$ cat src/rtl/fifo_srl_mc.sv
// fifo_srl_mc: N_CHAN-lane first-word-fall-through SRL FIFO; define FIFO_SRL_MC_OREG_EN for a per-lane output register
module fifo_srl_mc #(
  parameter int DATA_WIDTH = 32,
  parameter int DEPTH      = 16,
  parameter int ADDR_WIDTH = 4,
  parameter int N_CHAN     = 2,
  parameter int AF_LEVEL   = 12
) (
  input  logic                             clk,
  input  logic                             reset,
  input  logic [N_CHAN-1:0]                if_write,
  input  logic [N_CHAN*DATA_WIDTH-1:0]     if_din,
  output logic [N_CHAN-1:0]                if_full_n,
  output logic [N_CHAN-1:0]                if_almost_full,
  input  logic [N_CHAN-1:0]                if_read,
  output logic [N_CHAN*DATA_WIDTH-1:0]     if_dout,
  output logic [N_CHAN-1:0]                if_empty_n,
  output logic [N_CHAN*(ADDR_WIDTH+1)-1:0] if_count
);
  localparam int CW = ADDR_WIDTH + 1;
`ifdef FIFO_SRL_MC_OREG_EN
  localparam int CAP = DEPTH + 1;
`else
  localparam int CAP = DEPTH;
`endif
  for (genvar k = 0; k < N_CHAN; k++) begin : g_lane
    logic [DATA_WIDTH-1:0] mem [DEPTH];
    logic [DATA_WIDTH-1:0] din, head;
    logic [ADDR_WIDTH-1:0] addr;
    logic [CW-1:0] sc, sc_nx, cnt_nx;
    logic wr, rd, push, pop, vis_nx;
    logic full_n, empty_n, almost_full;
    assign din = if_din[k*DATA_WIDTH +: DATA_WIDTH];
    assign head = mem[addr];
    assign wr = if_write[k] & full_n;
    assign rd = if_read[k] & empty_n;
    assign push = wr;
    assign sc_nx = sc + CW'(push) - CW'(pop);
    assign if_full_n[k] = full_n;
    assign if_empty_n[k] = empty_n;
    assign if_almost_full[k] = almost_full;
`ifdef FIFO_SRL_MC_OREG_EN
    logic ov, load, ov_nx;
    logic [DATA_WIDTH-1:0] oreg;
    assign load = (!ov || rd) && sc != '0;
    assign pop = load;
    assign ov_nx = load || (ov && !rd);
    assign cnt_nx = sc_nx + CW'(ov_nx);
    assign vis_nx = ov_nx;
    assign if_dout[k*DATA_WIDTH +: DATA_WIDTH] = oreg;
    assign if_count[k*CW +: CW] = sc + CW'(ov);
    // output register holds the visible head word and refills from the SRL head
    always_ff @(posedge clk or posedge reset)
      if (reset) begin
        ov <= 1'b0;
        oreg <= '0;
      end else begin
        ov <= ov_nx;
        if (load) oreg <= head;
      end
`else
    assign pop = rd;
    assign cnt_nx = sc_nx;
    assign vis_nx = cnt_nx != '0;
    assign if_dout[k*DATA_WIDTH +: DATA_WIDTH] = head;
    assign if_count[k*CW +: CW] = sc;
`endif
    // SRL shifts on every accepted write; contents are intentionally not reset
    always_ff @(posedge clk)
      if (push) begin
        mem[0] <= din;
        for (int i = 1; i < DEPTH; i++) mem[i] <= mem[i-1];
      end
    // SRL occupancy and head address; addr stays pinned at 0 across the 0<->1 transitions
    always_ff @(posedge clk or posedge reset)
      if (reset) begin
        sc <= '0;
        addr <= '0;
      end else begin
        sc <= sc_nx;
        addr <= (push && !pop && sc != '0) ? addr + 1'b1 :
                (pop && !push && sc != CW'(1)) ? addr - 1'b1 : addr;
      end
    // handshake flags registered from the next total occupancy
    always_ff @(posedge clk or posedge reset)
      if (reset) begin
        full_n <= 1'b1;
        empty_n <= 1'b0;
        almost_full <= 1'b0;
      end else begin
        full_n <= cnt_nx != CW'(CAP);
        empty_n <= vis_nx;
        almost_full <= cnt_nx >= CW'(AF_LEVEL);
      end
  end
endmodule

$ cat config.mk
export PLATFORM = sky130hd
export DESIGN_NAME = fifo_srl_mc
export DESIGN_NICKNAME = d
export VERILOG_FILES = /design/src/rtl/fifo_srl_mc.sv
export SDC_FILE = /design/constraint.sdc
export NUM_CORES = 1
export LEC_CHECK = 0
export CAP_MARGIN = 20
export CORE_MARGIN = 2
export CORE_UTILIZATION = 60
export CTS_CLUSTER_DIAMETER = 40
export DETAILED_ROUTE_END_ITERATION = 7
export PLACE_DENSITY = 0.79
export SLEW_MARGIN = 20
export SYNTH_ARGS = -nofsm -noshare
export SYNTH_HDL_FRONTEND = slang
export SYNTH_SLANG_ARGS = --single-unit
$ cat constraint.sdc
create_clock -name clk -period 16.4 [get_ports clk]
set_input_delay 3.28 -clock clk [delete_from_list [all_inputs] [get_ports clk]]
set_output_delay 3.28 -clock clk [all_outputs]
set_load 0.01 [all_outputs]
== Word-level counts from Yosys, hierarchy flattened ==
Memories as Yosys holds them, arrays and structs flattened.
Cells that the tools add are included.
W data, S select, Z words.
Operators by class
  reductions and logical operators: 18
  multiplexer cells: 8
  eq/ne operators: 4
  magnitude comparators: 2
  $add $sub $neg: 8
  bitwise logic cells: 4
Operators by type and width (count)
  $reduce_bool A5 Y1: 4
  $mux W4: 4
  $add A5 B1 Y5: 2
  $ge A5 B4 Y1 const B: 2
  $ne A5 B1 Y1 const B: 2
  $ne A5 B5 Y1 const B: 2
  $sub A5 B1 Y5: 2
  $add A4 B1 Y4 const B: 2
  $logic_and A1 B1 Y1: 8
  $sub A4 B1 Y4 const B: 2
  $and A1 B1 Y1: 4
  $logic_not A1 Y1: 4
  $mux W1: 4
  $reduce_bool A2 Y1: 2
Word-level totals
  memory bits (writable): 1024
  input bits: 70
  word-level logic and storage cells: 56
  register bits: 24
  memories: 2
  output and inout port bits: 80
Memories
  g_lane[0].mem: depth 16, width 32, rd ports 16, clocked after Yosys merged registers in 0, write ports 16, line 27  | logic [DATA_WIDTH-1:0] mem [DEPTH];
  g_lane[1].mem: depth 16, width 32, rd ports 16, clocked after Yosys merged registers in 0, write ports 16, line 27

== Depth between registers and ports, before layout ==
Gate-level depths: netlist of run 1.
  word-level depth: 6
  gate-level depth with buffers: 11
  depth with buffers taken out: 11

== Least setup slack after synthesis of run 1 ==
Ideal clock, no wire load.
  path kind: input to register
  start: input if_write[0]
  end: register g_lane[0].addr[3]
  arrival time: 15.747 ns
  path buffers: 0
  required time: 16.276 ns
  stages: 10
  library setup time: 0.124 ns
  slack: 0.529 ns
  path through: nand2_1 inv_1 ha_1 o21a_1 inv_1 ha_1 a21o_1 a211oi_1 a2bb2oi_1 xnor2_1
On the way
  word-level cells in the longest chain between the ends: 5
  elaborated cells on any way between the ends: 8
  those cells by class: mux: 1; bitwise: 1; reduce/logical: 6
RTL lines
  start: declaration: line 11  | input logic [N_CHAN-1:0] if_write,
  $and A1 B1 Y1 *: line 35  | assign wr = if_write[k] & full_n;
  via g_lane[0].push: line 31  | logic wr, rd, push, pop, vis_nx;
  $logic_not A1 Y1: line 82  | (pop && !push && sc != CW'(1)) ? addr - 1'b1 : addr;
  $logic_and A1 B1 Y1 (2 in a row): line 82
  $reduce_bool A2 Y1 (no source line)
  end signal: assignment: line 81  | addr <= (push && !pop && sc != '0) ? addr + 1'b1 :
  end: declaration: line 29  | logic [ADDR_WIDTH-1:0] addr;
Mark *: on every way through the listed nets, which the timed path passes. The rest lies on a longest branch.
A chain may end at the register's enable or synchronous reset.

== Worst setup path in the final report of run 1 ==
  start: register g_lane[0].addr[0]
  end: output if_dout[13]
On the way
  word-level cells in the longest chain between the ends: 1
RTL lines
  $mem_v2 Z16 W32
  end: declaration: line 16  | output logic [N_CHAN*DATA_WIDTH-1:0] if_dout,
Every way passes these cells.

==> results of run 1 <==
==> Yosys cell counts (all sizes together) <==
cell type	count	area, sq um
o21ai	3	18.77
xor2	10	87.58
nor3	2	10.01
inv	23	86.33
nor2b	4	25.02
buf	48	337.8
nand2b	1	6.260
a21o	4	30.03
mux2i	2	20.02
a21oi	10	50.05
a22oi	129	968.4
a211oi	2	15.01
o2bb2ai	1	8.760
o22ai	3	18.77
nor3b	1	7.510
mux4	256	5766
ha	18	225.2
o21a	1	7.510
nand4bb	1	11.26
and2	2	12.51
o21bai	2	15.01
o32ai	2	17.52
edfxtp	1024	30750
xnor2	4	35.03
mux2	2	22.52
clkbuf	47	176.4
dfrtp	22	550.5
nand2	68	255.2
nor2	3	11.26
nand3	4	20.02
a2bb2oi	1	8.760
fa	4	80.08
dfstp	2	52.55
or3b	2	17.52
==> cell type report <==
cell class	instances	area, sq um	area share (%)
clock buffers	136	3105	6.725
clock inverters	91	1051	2.276
inverters	23	101.3	0.2195
multi-input cells	542	7792	16.88
flip-flops and latches	1048	31370	67.93
well taps	864	1081	2.341
repair buffers	169	1677	3.631
==> worst max-delay path, stage by stage (launching register included) <==
cell             delay [ns]
dfrtp_4                0.92
buf_4                  0.83
buf_4                  0.84
mux4_2                 0.61
a22oi_1                0.20
nand2_1                0.17
clkdlybuf4s50_1        0.53
==> routing by layer <==
| metal | share of wire, % | up-vias |
|---|---|---|
| li1 | - | 7688 |
| met4 | 2.2 | 0 |
| met1 | 40 | 9690 |
| met5 | 0 | - |
| met3 | 7.6 | 122 |
| met2 | 50 | 820 |
==> final timing paths <==
| kind | startpoint | to | depth (start not counted) |
|---|---|---|---|
| worst max-delay path | g_lane[0].addr[0] | if_dout[13] | 6 |
| worst min-delay path | g_lane[0].mem[4][3] | g_lane[0].mem[5][3] | 0 |
| worst max register to register | g_lane[0].full_n | g_lane[0].mem[11][12] | 4 |
| worst min register to register | g_lane[0].mem[4][3] | g_lane[0].mem[5][3] | 0 |
| max in group asynchronous | reset | g_lane[1].addr[1] | 2 |
| min in group asynchronous | reset | g_lane[0].addr[1] | 2 |
==> metrics by stage <==
stage | total power [mW] | std cells
2_1_floorplan | 5.695 | 1708
3_3_place_gp | 6.493 | 2646
3_5_place_dp | 6.591 | 2646
4_1_cts | 9.437 | 2873
5_1_grt | 9.735 | 2873
6_report | 9.347 | 2873
==> sequential cells by signal (all words and copies together) (netlist names) <==
register / flops
g_lane.sc: 10
g_lane.addr: 8
g_lane.almost_full: 2
g_lane.empty_n: 2
g_lane.mem: 1024
g_lane.full_n: 2
==> power groups by stage <==
stage	Combinational (mW)	Clock, mW	Sequential (mW)
2_1_floorplan	1.72	0	3.97
3_3_place_gp	2.40	0	4.09
3_5_place_dp	2.44	0	4.15
4_1_cts	2.50	2.79	4.14
5_1_grt	2.64	2.88	4.21
6_report	2.47	2.74	4.13
==> logic make-up (layout without fill, tap and decap cells) <==
family,count (synthesis),count (layout)
buffers and inverters,118,419
muxes,260,260
and+or+nand+nor,88,88
DFF,1048,1048
xor gates and xnor gates,14,14
adders and majority gates,22,22
AOI/OAI and AO/OA,158,158
==> summary.md, run 1 <==
| Metric | Value |
|---|---|
| Outcome | finished clean |
| Antenna viol nets, final | 0 |
| Max Cap Viol | 0 |
| Clock power share | 29.3% |
| Adder-Cell Fraction of Synth Area | 0.7685% |
| Sequential area share after synthesis | 78.93% |
| Die X | 261.3 microns |
| Switching share of total power | 29.25% |
| RSZ-0062 raised after global routing | false |
| Post-cts sizing count | 0 |
| Hold_buf cts | 0 |
| FF+latch count, synth | 1048 |
| Worst setup SP type | flip-flop |
| DRC Markers | 0 |
| Aggregate routed wire length | 76.33 mm |
| Hold crit path type | flip-flop to flip-flop |
| Data arrival, critical path | 4.89 ns |
| Routed len/inst | 26.57 microns |
| IO buf count | 149 |
| Pin count of the biggest net entering global routing | 201 |
| Cells after Synth | 1708 |
| # clock sinks | 1048 |
| Vias | 18320 |
| Share of cells above drive strength 1 | 24.39% |
| RD Place Congestion | 0.7655 |
| Post-DR vias/cell | 6.377 |
| Drt pass-1 iters | 7 |
| CP Class | flip-flop to primary output |
| Global-route wire length before repair | 116.3 mm |
| Yosys synthesis warning count | 0 |
| GRT Resource Usage Total | 22.56% |
| Xor/xnor share of the synthesized area | 0.3087% |
| Skew final | 0.02620 ns |
| Fin Setup TNS | 0 ns |
| Post-CTS Setup Inserts | 0 |
| CORE AREA | 65630 sq um |
| Routing usage on met2 | 35.59% |
| Slew @ Worst Pin | 1.142 ns |
| Initial Utilization | 60.53% |
| CTS clk-pin slew, worst paths | 0.06 ns |
| H-tree Lvls | 3 |
| Pint | 6.613 mW |
| CP required | 13.12 ns |
| Final Core Density | 70.36% |
| Mux contribution to synthesized area | 14.62% |
| Most frequent cells in the layout | edfxtp_1 (1024), mux4_2 (256), clkdlybuf4s50_1 (149), a22oi_1 (129), clkbuf_16 (122) |
| Met1 usage | 32.73% |
| Total gr overflow | 0 |
| Max IR drop VDD | 0.1647 mV |
| Cell row count | 94 |
| Hold Fails Final Rpt | 0 |
| IO Count | 150 |
| DP Area | 42000 sq um |
| Fill cells | 3675 |
| Total CTS buffers | 121 |
| Largest family of logic cells by synthesized area | multiplexers |
| Seq pwr share | 44.2% |
| Worst R2R Setup Slack | 12.99 ns |
| Maximum clock frequency | 122.4 MHz |
| Setup violators final | 0 |
| CP Capture Type | primary output |
| Worst-Skew Late Latency | 0.67 ns |
| Net Switching | 2.734 mW |
| Die area | 68280 sq um |
| Worst slack at placement | 8.763 ns |
| Gate power share | 26.5% |
| LEAKAGE | 15.58 nW |
| CTS tree | done |
| Detailed Place HPWL | 38.66 mm |
| GR peak layer | met2 |
| Vias in the first global route | 19031 |
| Commonest non-fill, non-tap cell in the layout | edfxtp_1 |
| CTS Root Cell | clkbuf_16 |
| Unique masters post-synth | 39 |
| Syn Nets | 1800 |
| Antenna Cells | 0 |
| Final nets | 1997 |
| Post-synthesis compound-gate area fraction | 2.917% |
| Syn avg cell area | 23.26 sq um |
| Shortest period the worst path allows | 8.169 ns |
| Met3 GRT Util | 4.743% |
| Slew HR | 23.86% |
| Die Span Y | 261.3 microns |
| Worst hold-check slack | 0.4291 ns |
| Simple-gate share of the synthesized area | 0.9481% |
| Final Max Slew Viols | 0 |
| Area growth, synth to finish | 16.24% |
| CTS max path bufs | 3 |
| First-iteration detailed-routing DRC count | 2184 |
| Final setup margin | 8.231 ns |
| Crit share post-route | 49.81% |
| Antenna violations before repair | 0 |
| Mapped Area | 39720 sq um |
| Critical path peak fanout | 47 |
| Cell area power density | 202.4 nW/um^2 |
| Final Cell Area | 46180 sq um |
Power figures use the tool's default switching activity.
==> inputs of run 2 (changes only) <==
clock period = 8.12 ns   (was 16.4 ns; I/O delays follow)
==> summary.md, run 2 (synthesized netlist as in run 1, its figures left out) <==
| Metric | Value |
|---|---|
| Outcome | finished clean |
| DP Area | 42140 sq um |
| Seq pwr share | 44.0% |
| Detailed Place HPWL | 38.76 mm |
| Hold_buf cts | 0 |
| Post-Layout Cell Count | 2875 |
| Pint | 13.42 mW |
| CTS clk-pin slew, worst paths | 0.06 ns |
| CORE AREA | 65630 sq um |
| Most frequent cells in the layout | edfxtp_1 (1024), mux4_2 (256), clkdlybuf4s50_1 (149), a22oi_1 (129), clkbuf_16 (120) |
| Routed len/inst | 26.75 microns |
| Worst R2R Setup Slack | 4.82 ns |
| Final Cell Area | 46320 sq um |
| Switching share of total power | 29.37% |
| Setup violators final | 0 |
| H-tree Lvls | 3 |
| Antenna viol nets, final | 0 |
| Slew HR | 22.95% |
| Vias | 18421 |
| CTS max path bufs | 3 |
| Gate power share | 26.6% |
| Post-CTS Setup Inserts | 0 |
| Drt pass-1 iters | 5 |
| Commonest non-fill, non-tap cell in the layout | edfxtp_1 |
| Dpl cells | 2649 |
| First-iteration detailed-routing DRC count | 2179 |
| Die X | 261.3 microns |
| Die Span Y | 261.3 microns |
| Final nets | 1997 |
| Final Max Slew Viols | 0 |
| Clock power share | 29.4% |
| Max IR drop VDD | 0.3417 mV |
| Total CTS buffers | 118 |
| Top reg by flops | g_lane.mem |
| Cell row count | 94 |
| Area growth, synth to finish | 16.61% |
| Shortest period the worst path allows | 5.526 ns |
| DRC Markers | 0 |
| Skew final | 0.03498 ns |
| Crit share post-route | 68.06% |
| Hold crit path type | flip-flop to flip-flop |
| Net Switching | 5.582 mW |
| Fill cells | 3701 |
| GRT Resource Usage Total | 22.83% |
| CP required | 6.50 ns |
| CTS tree | done |
| Slew @ Worst Pin | 1.156 ns |
| Register area | 31370 sq um |
| Hold Fails Final Rpt | 0 |
| Worst-Skew Late Latency | 0.68 ns |
| CP Capture Type | primary output |
| Pin count of the biggest net entering global routing | 200 |
| Cell area power density | 410.2 nW/um^2 |
| Maximum clock frequency | 180.9 MHz |
| Share of cells above drive strength 1 | 25.50% |
| Antenna violations before repair | 1 |
| Critical path peak fanout | 46 |
| Max reg flops | 1024 |
| Vias in the first global route | 19159 |
| Initial Utilization | 60.53% |
| Die area | 68280 sq um |
| LEAKAGE | 15.59 nW |
| IO buf count | 149 |
| Largest registers | g_lane.mem x1024, g_lane.sc x10, g_lane.addr x8 |
| Post-DR vias/cell | 6.407 |
| RSZ-0062 raised after global routing | false |
| RD Place Congestion | 0.7321 |
| Data arrival, critical path | 3.90 ns |
| Total gr overflow | 0 |
| Global-route wire length before repair | 117.3 mm |
| Worst setup SP type | flip-flop |
| # clock sinks | 1048 |
| Post-cts sizing count | 0 |
| Critical path launch point | g_lane[0].addr[0] |
| IO Count | 150 |
| Max Cap Viol | 0 |
| Power, Total | 19.00 mW |
| Aggregate routed wire length | 76.91 mm |
| CTS Root Cell | clkbuf_16 |
| HP Start | g_lane[0].mem[13][8] |
| Area occupied by multi-input gates | 7871 sq um |
| CP Class | flip-flop to primary output |
| FF-to-FF Start | g_lane[0].full_n |
-- run 2: power by group through the flow --
| stage | logic [mW] | clock network, mW | registers (mW) |
|---|---|---|---|
| 4_1_cts | 5.11 | 5.68 | 8.38 |
| 3_5_place_dp | 4.98 | 0 | 8.38 |
| 3_3_place_gp | 4.88 | 0 | 8.26 |
| 6_report | 5.06 | 5.59 | 8.35 |
| 5_1_grt | 5.38 | 5.88 | 8.51 |
| 2_1_floorplan | 3.50 | 0 | 7.97 |
-- run 2: per-stage QoR --
stage	hold slack (ns)	worst slack [ns]	util, %	setup TNS (ns)
finish	0.4239	2.594	70.59	0
CTS	0.4259	2.485	70.55	0
floorplan	0.4207	-2.882	-	-1723.72
global route	0.4333	2.278	70.58	0
detailed placement	0.4274	2.770	64.21	0
global placement	0.4230	2.992	64.21	0
-- run 2: layer usage --
layer	track usage, %	part of all wire (%)	vias to the layer above
li1	-	-	7693
met1	32.24	39	9785
met2	37.38	52	822
met3	4.007	6.8	121
met4	6.755	2.0	0
met5	0	0	-
-- run 2: worst max-delay path, stage by stage (launching register included) --
cell and delay [ns]:
dfrtp_4 1.09, buf_4 0.63, mux4_2 0.59, a22oi_1 0.24, nand2_1 0.10, clkdlybuf4s50_1 0.54
-- run 2: cell type report --
cell class / count / share of cell area, %
clock buffer: 131 / 6.571
clock inverter: 92 / 2.412
timing repair buffer: 172 / 3.760
tap: 864 / 2.334
multi-input combinational: 542 / 16.99
inverter: 23 / 0.2026
sequential: 1048 / 67.71
antenna: 3 / 0.01621
-- run 2: worst paths after layout --
kind	end	cells after the start
max in group asynchronous	g_lane[1].addr[0]	2
worst max-delay path	if_dout[12]	5
worst max register to register	g_lane[0].mem[11][14]	4
min in group asynchronous	g_lane[0].sc[1]	2
worst min-delay path	g_lane[0].mem[14][8]	0
worst min register to register	g_lane[0].mem[14][8]	0
